`config.mk`:
```
export PLATFORM = sky130hd
export DESIGN_NAME = ysyx_23060136_wbu_csr_commit
export DESIGN_NICKNAME = d
export VERILOG_FILES = /design/src/rtl/ysyx_23060136_wbu_csr_commit_pkg.sv /design/src/rtl/ysyx_23060136_wbu_csr_commit_alu.sv /design/src/rtl/ysyx_23060136_wbu_csr_commit.sv
export SDC_FILE = /design/constraint.sdc
export NUM_CORES = 1
export LEC_CHECK = 0
export ABC_AREA = 1
export CORE_AREA = 2 2 256 258
export DETAILED_ROUTE_END_ITERATION = 8
export DIE_AREA = 0 0 258 260
export SETUP_SLACK_MARGIN = 0.5
export SLEW_MARGIN = 0
export SYNTH_ARGS = -nofsm -noshare
export SYNTH_HDL_FRONTEND = slang
export SYNTH_SLANG_ARGS = --single-unit
```
`constraint.sdc`:
```
create_clock -name clk -period 1.7 [get_ports clk]
set_input_delay 0.17 -clock clk [delete_from_list [all_inputs] [get_ports clk]]
set_output_delay 0.17 -clock clk [all_outputs]
set_load 0.01 [all_outputs]
```
`src/rtl/ysyx_23060136_wbu_csr_commit_pkg.sv`:
```
// Shared CSR definitions for the WBU commit path: op/state enums, CSR indices, mstatus fields.
package ysyx_23060136_CSR_PKG;

    localparam int CSR_IDX_W = 3;
    localparam int CSR_NUM   = 6;

    typedef enum logic [1:0] {
        CSR_NONE = 2'd0,
        CSR_RW   = 2'd1,
        CSR_RS   = 2'd2,
        CSR_RC   = 2'd3
    } csr_op_t;

    typedef enum logic {
        ST_IDLE  = 1'b0,
        ST_TRAP2 = 1'b1
    } commit_state_t;

    localparam logic [CSR_IDX_W-1:0] CSR_MSTATUS   = 3'd0;
    localparam logic [CSR_IDX_W-1:0] CSR_MTVEC     = 3'd1;
    localparam logic [CSR_IDX_W-1:0] CSR_MEPC      = 3'd2;
    localparam logic [CSR_IDX_W-1:0] CSR_MCAUSE    = 3'd3;
    localparam logic [CSR_IDX_W-1:0] CSR_MVENDORID = 3'd4;
    localparam logic [CSR_IDX_W-1:0] CSR_MARCHID   = 3'd5;

    localparam int MSTATUS_MIE    = 3;
    localparam int MSTATUS_MPIE   = 7;
    localparam int MSTATUS_MPP_LO = 11;
    localparam int MSTATUS_MPP_HI = 12;

endpackage

```
`src/rtl/ysyx_23060136_wbu_csr_commit_alu.sv`:
```
// Combinational read-modify-write value for csrrw/csrrs/csrrc.
module ysyx_23060136_wbu_csr_alu
    import ysyx_23060136_CSR_PKG::*;
#(
    parameter int BITS_W = 64
) (
    input  csr_op_t           op,
    input  logic [BITS_W-1:0] old_val,
    input  logic [BITS_W-1:0] src_val,
    output logic [BITS_W-1:0] new_val
);

    // Select the new CSR value by op
    always_comb begin
        new_val = old_val;
        case (op)
            CSR_RW:  new_val = src_val;
            CSR_RS:  new_val = old_val | src_val;
            CSR_RC:  new_val = old_val & ~src_val;
            default: new_val = old_val;
        endcase
    end

endmodule

```
`src/rtl/ysyx_23060136_wbu_csr_commit.sv`:
```
// WBU-side CSR writer: two write channels, ecall/mret sequencing, PC redirect, rd writeback.
// Optional read-only protection of mvendorid/marchid under YSYX_23060136_CSR_RO_CHECK_EN.
module ysyx_23060136_wbu_csr_commit
    import ysyx_23060136_CSR_PKG::*;
#(
    parameter int               BITS_W       = 64,
    parameter int               CSR_W        = 3,
    parameter logic [BITS_W-1:0] MCAUSE_ECALL = 64'd11
) (
    input  logic              clk,
    input  logic              rst,
    input  logic              WBU_valid,
    output logic              WBU_ready,
    input  logic [1:0]        csr_op,
    input  logic              is_ecall,
    input  logic              is_mret,
    input  logic [CSR_W-1:0]  csr_idx,
    input  logic [BITS_W-1:0] csr_old,
    input  logic [BITS_W-1:0] csr_src,
    input  logic              src_is_zero,
    input  logic [BITS_W-1:0] pc,
    input  logic [BITS_W-1:0] mstatus_in,
    input  logic [BITS_W-1:0] mtvec_in,
    input  logic [BITS_W-1:0] mepc_in,
    output logic              CSRWr_1,
    output logic              CSRWr_2,
    output logic [CSR_W-1:0]  WBU_csr_rd_1,
    output logic [CSR_W-1:0]  WBU_csr_rd_2,
    output logic [BITS_W-1:0] csr_busW_1,
    output logic [BITS_W-1:0] csr_busW_2,
    output logic              rd_valid,
    output logic [BITS_W-1:0] rd_data,
    output logic              redirect_valid,
    output logic [BITS_W-1:0] redirect_pc,
    output logic              ro_err
);

    function automatic logic [BITS_W-1:0] mstatus_trap(input logic [BITS_W-1:0] m);
        logic [BITS_W-1:0] r;
        r = m;
        r[MSTATUS_MPIE] = m[MSTATUS_MIE];
        r[MSTATUS_MIE]  = 1'b0;
        r[MSTATUS_MPP_HI:MSTATUS_MPP_LO] = 2'b11;
        return r;
    endfunction

    function automatic logic [BITS_W-1:0] mstatus_ret(input logic [BITS_W-1:0] m);
        logic [BITS_W-1:0] r;
        r = m;
        r[MSTATUS_MIE]  = m[MSTATUS_MPIE];
        r[MSTATUS_MPIE] = 1'b1;
        r[MSTATUS_MPP_HI:MSTATUS_MPP_LO] = 2'b11;
        return r;
    endfunction

    commit_state_t     state_q, state_d;
    logic              wr1_q, wr1_d, wr2_q, wr2_d;
    logic [CSR_W-1:0]  rd1_q, rd1_d, rd2_q, rd2_d;
    logic [BITS_W-1:0] bus1_q, bus1_d, bus2_q, bus2_d;
    logic              rd_valid_q, rd_valid_d;
    logic [BITS_W-1:0] rd_data_q, rd_data_d;
    logic              redir_q, redir_d;
    logic [BITS_W-1:0] redir_pc_q, redir_pc_d;
    logic              ro_err_q, ro_err_d;
    logic [BITS_W-1:0] mstatus_cap_q, mstatus_cap_d;
    logic [BITS_W-1:0] mtvec_cap_q, mtvec_cap_d;

    logic              accept_s;
    logic              idx_in_range_s;
    logic              ro_hit_s;
    logic              csr_wr_ok_s;
    logic [BITS_W-1:0] alu_new_s;
    csr_op_t           op_s;

    assign op_s           = csr_op_t'(csr_op);
    assign accept_s       = WBU_valid && (state_q == ST_IDLE);
    assign idx_in_range_s = (csr_idx < CSR_W'(CSR_NUM));

`ifdef YSYX_23060136_CSR_RO_CHECK_EN
    assign ro_hit_s = (csr_idx == CSR_W'(CSR_MVENDORID)) || (csr_idx == CSR_W'(CSR_MARCHID));
`else
    assign ro_hit_s = 1'b0;
`endif

    // RS/RC with a zero source is a pure read and must not write
    assign csr_wr_ok_s = ((op_s == CSR_RW) || !src_is_zero) && idx_in_range_s && !ro_hit_s;

    ysyx_23060136_wbu_csr_alu #(.BITS_W(BITS_W)) u_alu (
        .op      (op_s),
        .old_val (csr_old),
        .src_val (csr_src),
        .new_val (alu_new_s)
    );

    // Next-state and next-output computation for the commit FSM
    always_comb begin
        state_d       = state_q;
        wr1_d         = 1'b0;
        wr2_d         = 1'b0;
        rd1_d         = rd1_q;
        rd2_d         = rd2_q;
        bus1_d        = bus1_q;
        bus2_d        = bus2_q;
        rd_valid_d    = 1'b0;
        rd_data_d     = rd_data_q;
        redir_d       = 1'b0;
        redir_pc_d    = redir_pc_q;
        ro_err_d      = 1'b0;
        mstatus_cap_d = mstatus_cap_q;
        mtvec_cap_d   = mtvec_cap_q;
        case (state_q)
            ST_IDLE: begin
                if (accept_s) begin
                    if (is_ecall) begin
                        wr1_d         = 1'b1;
                        rd1_d         = CSR_W'(CSR_MEPC);
                        bus1_d        = pc;
                        wr2_d         = 1'b1;
                        rd2_d         = CSR_W'(CSR_MCAUSE);
                        bus2_d        = MCAUSE_ECALL;
                        mstatus_cap_d = mstatus_in;
                        mtvec_cap_d   = {mtvec_in[BITS_W-1:2], 2'b00};
                        state_d       = ST_TRAP2;
                    end else if (is_mret) begin
                        wr1_d      = 1'b1;
                        rd1_d      = CSR_W'(CSR_MSTATUS);
                        bus1_d     = mstatus_ret(mstatus_in);
                        redir_d    = 1'b1;
                        redir_pc_d = mepc_in;
                    end else if (op_s != CSR_NONE) begin
                        wr1_d      = csr_wr_ok_s;
                        rd1_d      = csr_idx;
                        bus1_d     = alu_new_s;
                        rd_valid_d = 1'b1;
                        rd_data_d  = csr_old;
                        ro_err_d   = ro_hit_s;
                    end else begin
                        state_d = ST_IDLE;
                    end
                end else begin
                    state_d = ST_IDLE;
                end
            end
            ST_TRAP2: begin
                wr1_d      = 1'b1;
                rd1_d      = CSR_W'(CSR_MSTATUS);
                bus1_d     = mstatus_trap(mstatus_cap_q);
                redir_d    = 1'b1;
                redir_pc_d = mtvec_cap_q;
                state_d    = ST_IDLE;
            end
            default: state_d = ST_IDLE;
        endcase
    end

    // State and output registers with synchronous reset
    always_ff @(posedge clk) begin
        if (rst) begin
            state_q       <= ST_IDLE;
            wr1_q         <= 1'b0;
            wr2_q         <= 1'b0;
            rd1_q         <= {CSR_W{1'b0}};
            rd2_q         <= {CSR_W{1'b0}};
            bus1_q        <= {BITS_W{1'b0}};
            bus2_q        <= {BITS_W{1'b0}};
            rd_valid_q    <= 1'b0;
            rd_data_q     <= {BITS_W{1'b0}};
            redir_q       <= 1'b0;
            redir_pc_q    <= {BITS_W{1'b0}};
            ro_err_q      <= 1'b0;
            mstatus_cap_q <= {BITS_W{1'b0}};
            mtvec_cap_q   <= {BITS_W{1'b0}};
        end else begin
            state_q       <= state_d;
            wr1_q         <= wr1_d;
            wr2_q         <= wr2_d;
            rd1_q         <= rd1_d;
            rd2_q         <= rd2_d;
            bus1_q        <= bus1_d;
            bus2_q        <= bus2_d;
            rd_valid_q    <= rd_valid_d;
            rd_data_q     <= rd_data_d;
            redir_q       <= redir_d;
            redir_pc_q    <= redir_pc_d;
            ro_err_q      <= ro_err_d;
            mstatus_cap_q <= mstatus_cap_d;
            mtvec_cap_q   <= mtvec_cap_d;
        end
    end

    assign WBU_ready      = (state_q == ST_IDLE);
    assign CSRWr_1        = wr1_q;
    assign CSRWr_2        = wr2_q;
    assign WBU_csr_rd_1   = rd1_q;
    assign WBU_csr_rd_2   = rd2_q;
    assign csr_busW_1     = bus1_q;
    assign csr_busW_2     = bus2_q;
    assign rd_valid       = rd_valid_q;
    assign rd_data        = rd_data_q;
    assign redirect_valid = redir_q;
    assign redirect_pc    = redir_pc_q;
    assign ro_err         = ro_err_q;

endmodule
```
==> metrics.md <==
| Metric | Value |
|---|---|
| Status | finished, final reports clean |
| Final Non-Filler Cells | 3775 |
| Initial Util | 23.7% |
| Clk buf depth | 3 |
| Critical path peak fanout | 9 |
| Top cell type's share of synthesized area | 42.6% |
| Met2 Wirelength | 35900 µm |
| Die Height | 260 µm |
| Post-Place Cell Area | 22600 µm² |
| Die W | 258 µm |
| Inst Count DP | 3627 |
| Tot GR Track Use | 20.2% |
| Insertion delay to the later sink of the worst-skew pair | 570 ps |
| CTS sink count | 323 |
| Final Hold Fails | 0 |
| Iteration-0 DRC Markers | 1027 |
| Max Used Layer | met5 |
| Post-synthesis register bit count | 323 |
| Worst-Margin Slew | 509 ps |
| Pre-CTS WS | -303 ps |
| Top cells by area, synth | dfxtp_1 43%, nand2_1 16%, a21oi_1 10%, nand3_1 8.2%, nor2_1 4.5% |
| Final WS setup | 110 ps |
| Multi-input gate area | 7860 µm² |
| Port Buffers | 595 |
| Seq. cell area | 6690 µm² |
| Switching power total | 0.00643 W |
| Routed wl met3 | 6240 µm |
| Reg2reg path depth | 9 |
| Core Rows | 93 |
| Peak VDD IR | 0.659 mV |
| Vias in the first global route | 16300 |
| Total core area | 64100 µm² |
| WL met1 | 33700 µm |
| Reg clk slew, reported paths | 60 ps |
| Slew margin rel. | 66.0% |
| Final HPWL DP | 51500 µm |
| Register-to-register setup slack | 110 ps |
| DRC viols | 0 |
| Switching part of the total | 28.8% |
| Number of cells on the worst hold path | 3 |
| Worst Skew | 12.6 ps |
| Power density over cell area | 857 nW/µm² |
| First-pass GRT wire length | 104000 µm |
| Min Tclk post-route | 1590 ps |
| Fin. max-slew vios | 0 |
| Cells after synthesis | 2243 |
| Comb power frac | 22.3% |
| Layout area overhead | 71.1% |
| Finish-stage setup viols | 0 |
| Setup CP Type | flop to flop |
| Routed wire length | 77600 µm |
| # IOs | 663 |
| Filler cell count | 6623 |
| Clock power frac | 40.1% |
| Crit path launch type | flop |
| Unrepaired setup endpoints after global routing | true |
| GRT overflow | 0 |
| Syn avg cell area | 6.77 µm² |
| CP Capture Type | flop |
| Via count | 17600 |
| Req. time, crit path | 2140 ps |
| Sequential share of the synthesized area | 42.6% |
| Final ANT Viol Nets | 0 |
| Fin nets | 3281 |
| CTS Buf Count | 41 |
| Max cap viols | 0 |
| Pin count of the biggest net entering global routing | 78 |
| Leakage power | 11.2 nW |
| FMAX | 0.629 GHz |
| Hold_buf cts | 0 |
| WL per Instance | 20.6 µm |
| HP Class | input port to flop |
| Layout cells sized above 1 | 23.6% |
| Initial antenna violation count | 10 |
| TritonCTS clock tree | done |
| Post-synth top area cell | dfxtp_1 |
| Vias/cell | 4.66 |
| Cell Area, Synth | 15200 µm² |
| Cell area after layout | 26000 µm² |
| Root buffer cell | clkbuf_16 |
| P_int | 0.0159 W |
| GPL Wtd Cong | 0.847 |
| Fin crit share | 93.6% |
| Htree depth | 2 |
| Overall power | 0.0223 W |
| Die area | 67100 µm² |
| Pre-antenna DRT Iters | 5 |
| Sequential share of power | 37.6% |
| Synth cell types | 26 |
| Final core utilization | 40.6% |
| Critical path arrival | 2030 ps |
| Yosys warns | 0 |
layer usage:
metal  vias to the layer above  GRT usage [%]
met4                         8           5.20
met3                       115           5.40
met5                         -              0
met1                      8149           26.2
met2                       733           33.0
li1                       8578              -
layout make-up:
| type | count | area share (%) |
|---|---|---|
| multi-input cells | 1656 | 30.2 |
| clock buffers | 60 | 4.64 |
| repair inverters | 2 | 0.0770 |
| well taps | 855 | 4.11 |
| diodes | 2 | 0.0192 |
| flip-flops and latches | 323 | 25.7 |
| clock inverters | 15 | 0.606 |
| inverters | 82 | 1.29 |
| repair buffers | 780 | 33.3 |
critical path, stage by stage (launching register included):
cell and delay, ps:
dfxtp_4 380, buf_6 130, nor2_4 160, buf_12 140, buf_12 140, buf_12 110
nand2_8 70, buf_4 190, nand2_1 60, a21oi_1 50
timing repair:
action / CTS / global route
buffers inserted: 12 / 29
hold endpoints to repair: 0 / 0
gates resized for setup: 977 / 251
endpoints found under the setup margin: 528 / 526
pin swaps: 0 / 14
gates cloned: 1 / 29
power by group through the flow:
stage | Clock (W) | Sequential [W] | Combinational [W]
final | 0.00893 | 0.00839 | 0.00497
after global routing | 0.00948 | 0.00844 | 0.00536
after CTS | 0.00917 | 0.00837 | 0.00447
after detailed placement | 0 | 0.00843 | 0.00440
after global placement | 0 | 0.00844 | 0.00439
after floorplan | 0 | 0.00853 | 0.00181
cell usage in the layout, fill, tap and decap left out, types with 29 or more instances in the layout:
cell             count
o22ai_1             62
dfxtp_2            152
buf_12              48
inv_1               75
a21oi_2             29
nor2_1             175
buf_4               95
o21ai_0             65
o21ai_1             69
nand3_1            247
clkbuf_16           58
a21oi_1            280
clkdlybuf4s50_1    391
nand2_1            589
dfxtp_1            163
buf_6              176
nand2_4             29
dlygate4sd2_1       33
conb_1              63
cell usage after synthesis (all sizes together):
library cell	n
nand2	638
dfxtp	323
a21oi	309
nand3	251
nor2	187
buf	185
o21ai	134
inv	82
o22ai	62
clkbuf	61
a21boi	6
a22o	1
a22oi	1
conb	1
nor3	1
o2111ai	1
flip-flops by register name (all words and copies together), names as in the netlist:
signal          cells
csr_busW_2          1
rd_data            64
rd_valid            1
csr_busW_1         64
CSRWr_2             1
WBU_csr_rd_1        3
CSRWr_1             1
mtvec_cap_q        62
redirect_valid      1
mstatus_cap_q      61
redirect_pc        64
kinds of logic after synthesis:
kind of cell	Yosys count	synth area share, %
simple gates	1077	28.9
compound gates	514	17.6
buf+inv	328	10.9
flops	323	42.6
other cells	1	0.0247
metrics by stage:
stage                     TNS (ps)  hold WS (ps)
after detailed placement    -49360           433
after global placement      -39190           430
final                            0          79.2
after CTS                        0          44.6
after floorplan                  0           317
after global routing             0          59.7
path summary, 6_finish.rpt:
path | endpoint | start
max reg2reg | mtvec_cap_q[58] | CSRWr_2
max | mtvec_cap_q[58] | CSRWr_2
min | csr_busW_1[23] | rst
min reg2reg | rd_data[27] | rd_data[27]
Note: power is estimated with default switching activity, not from simulation.
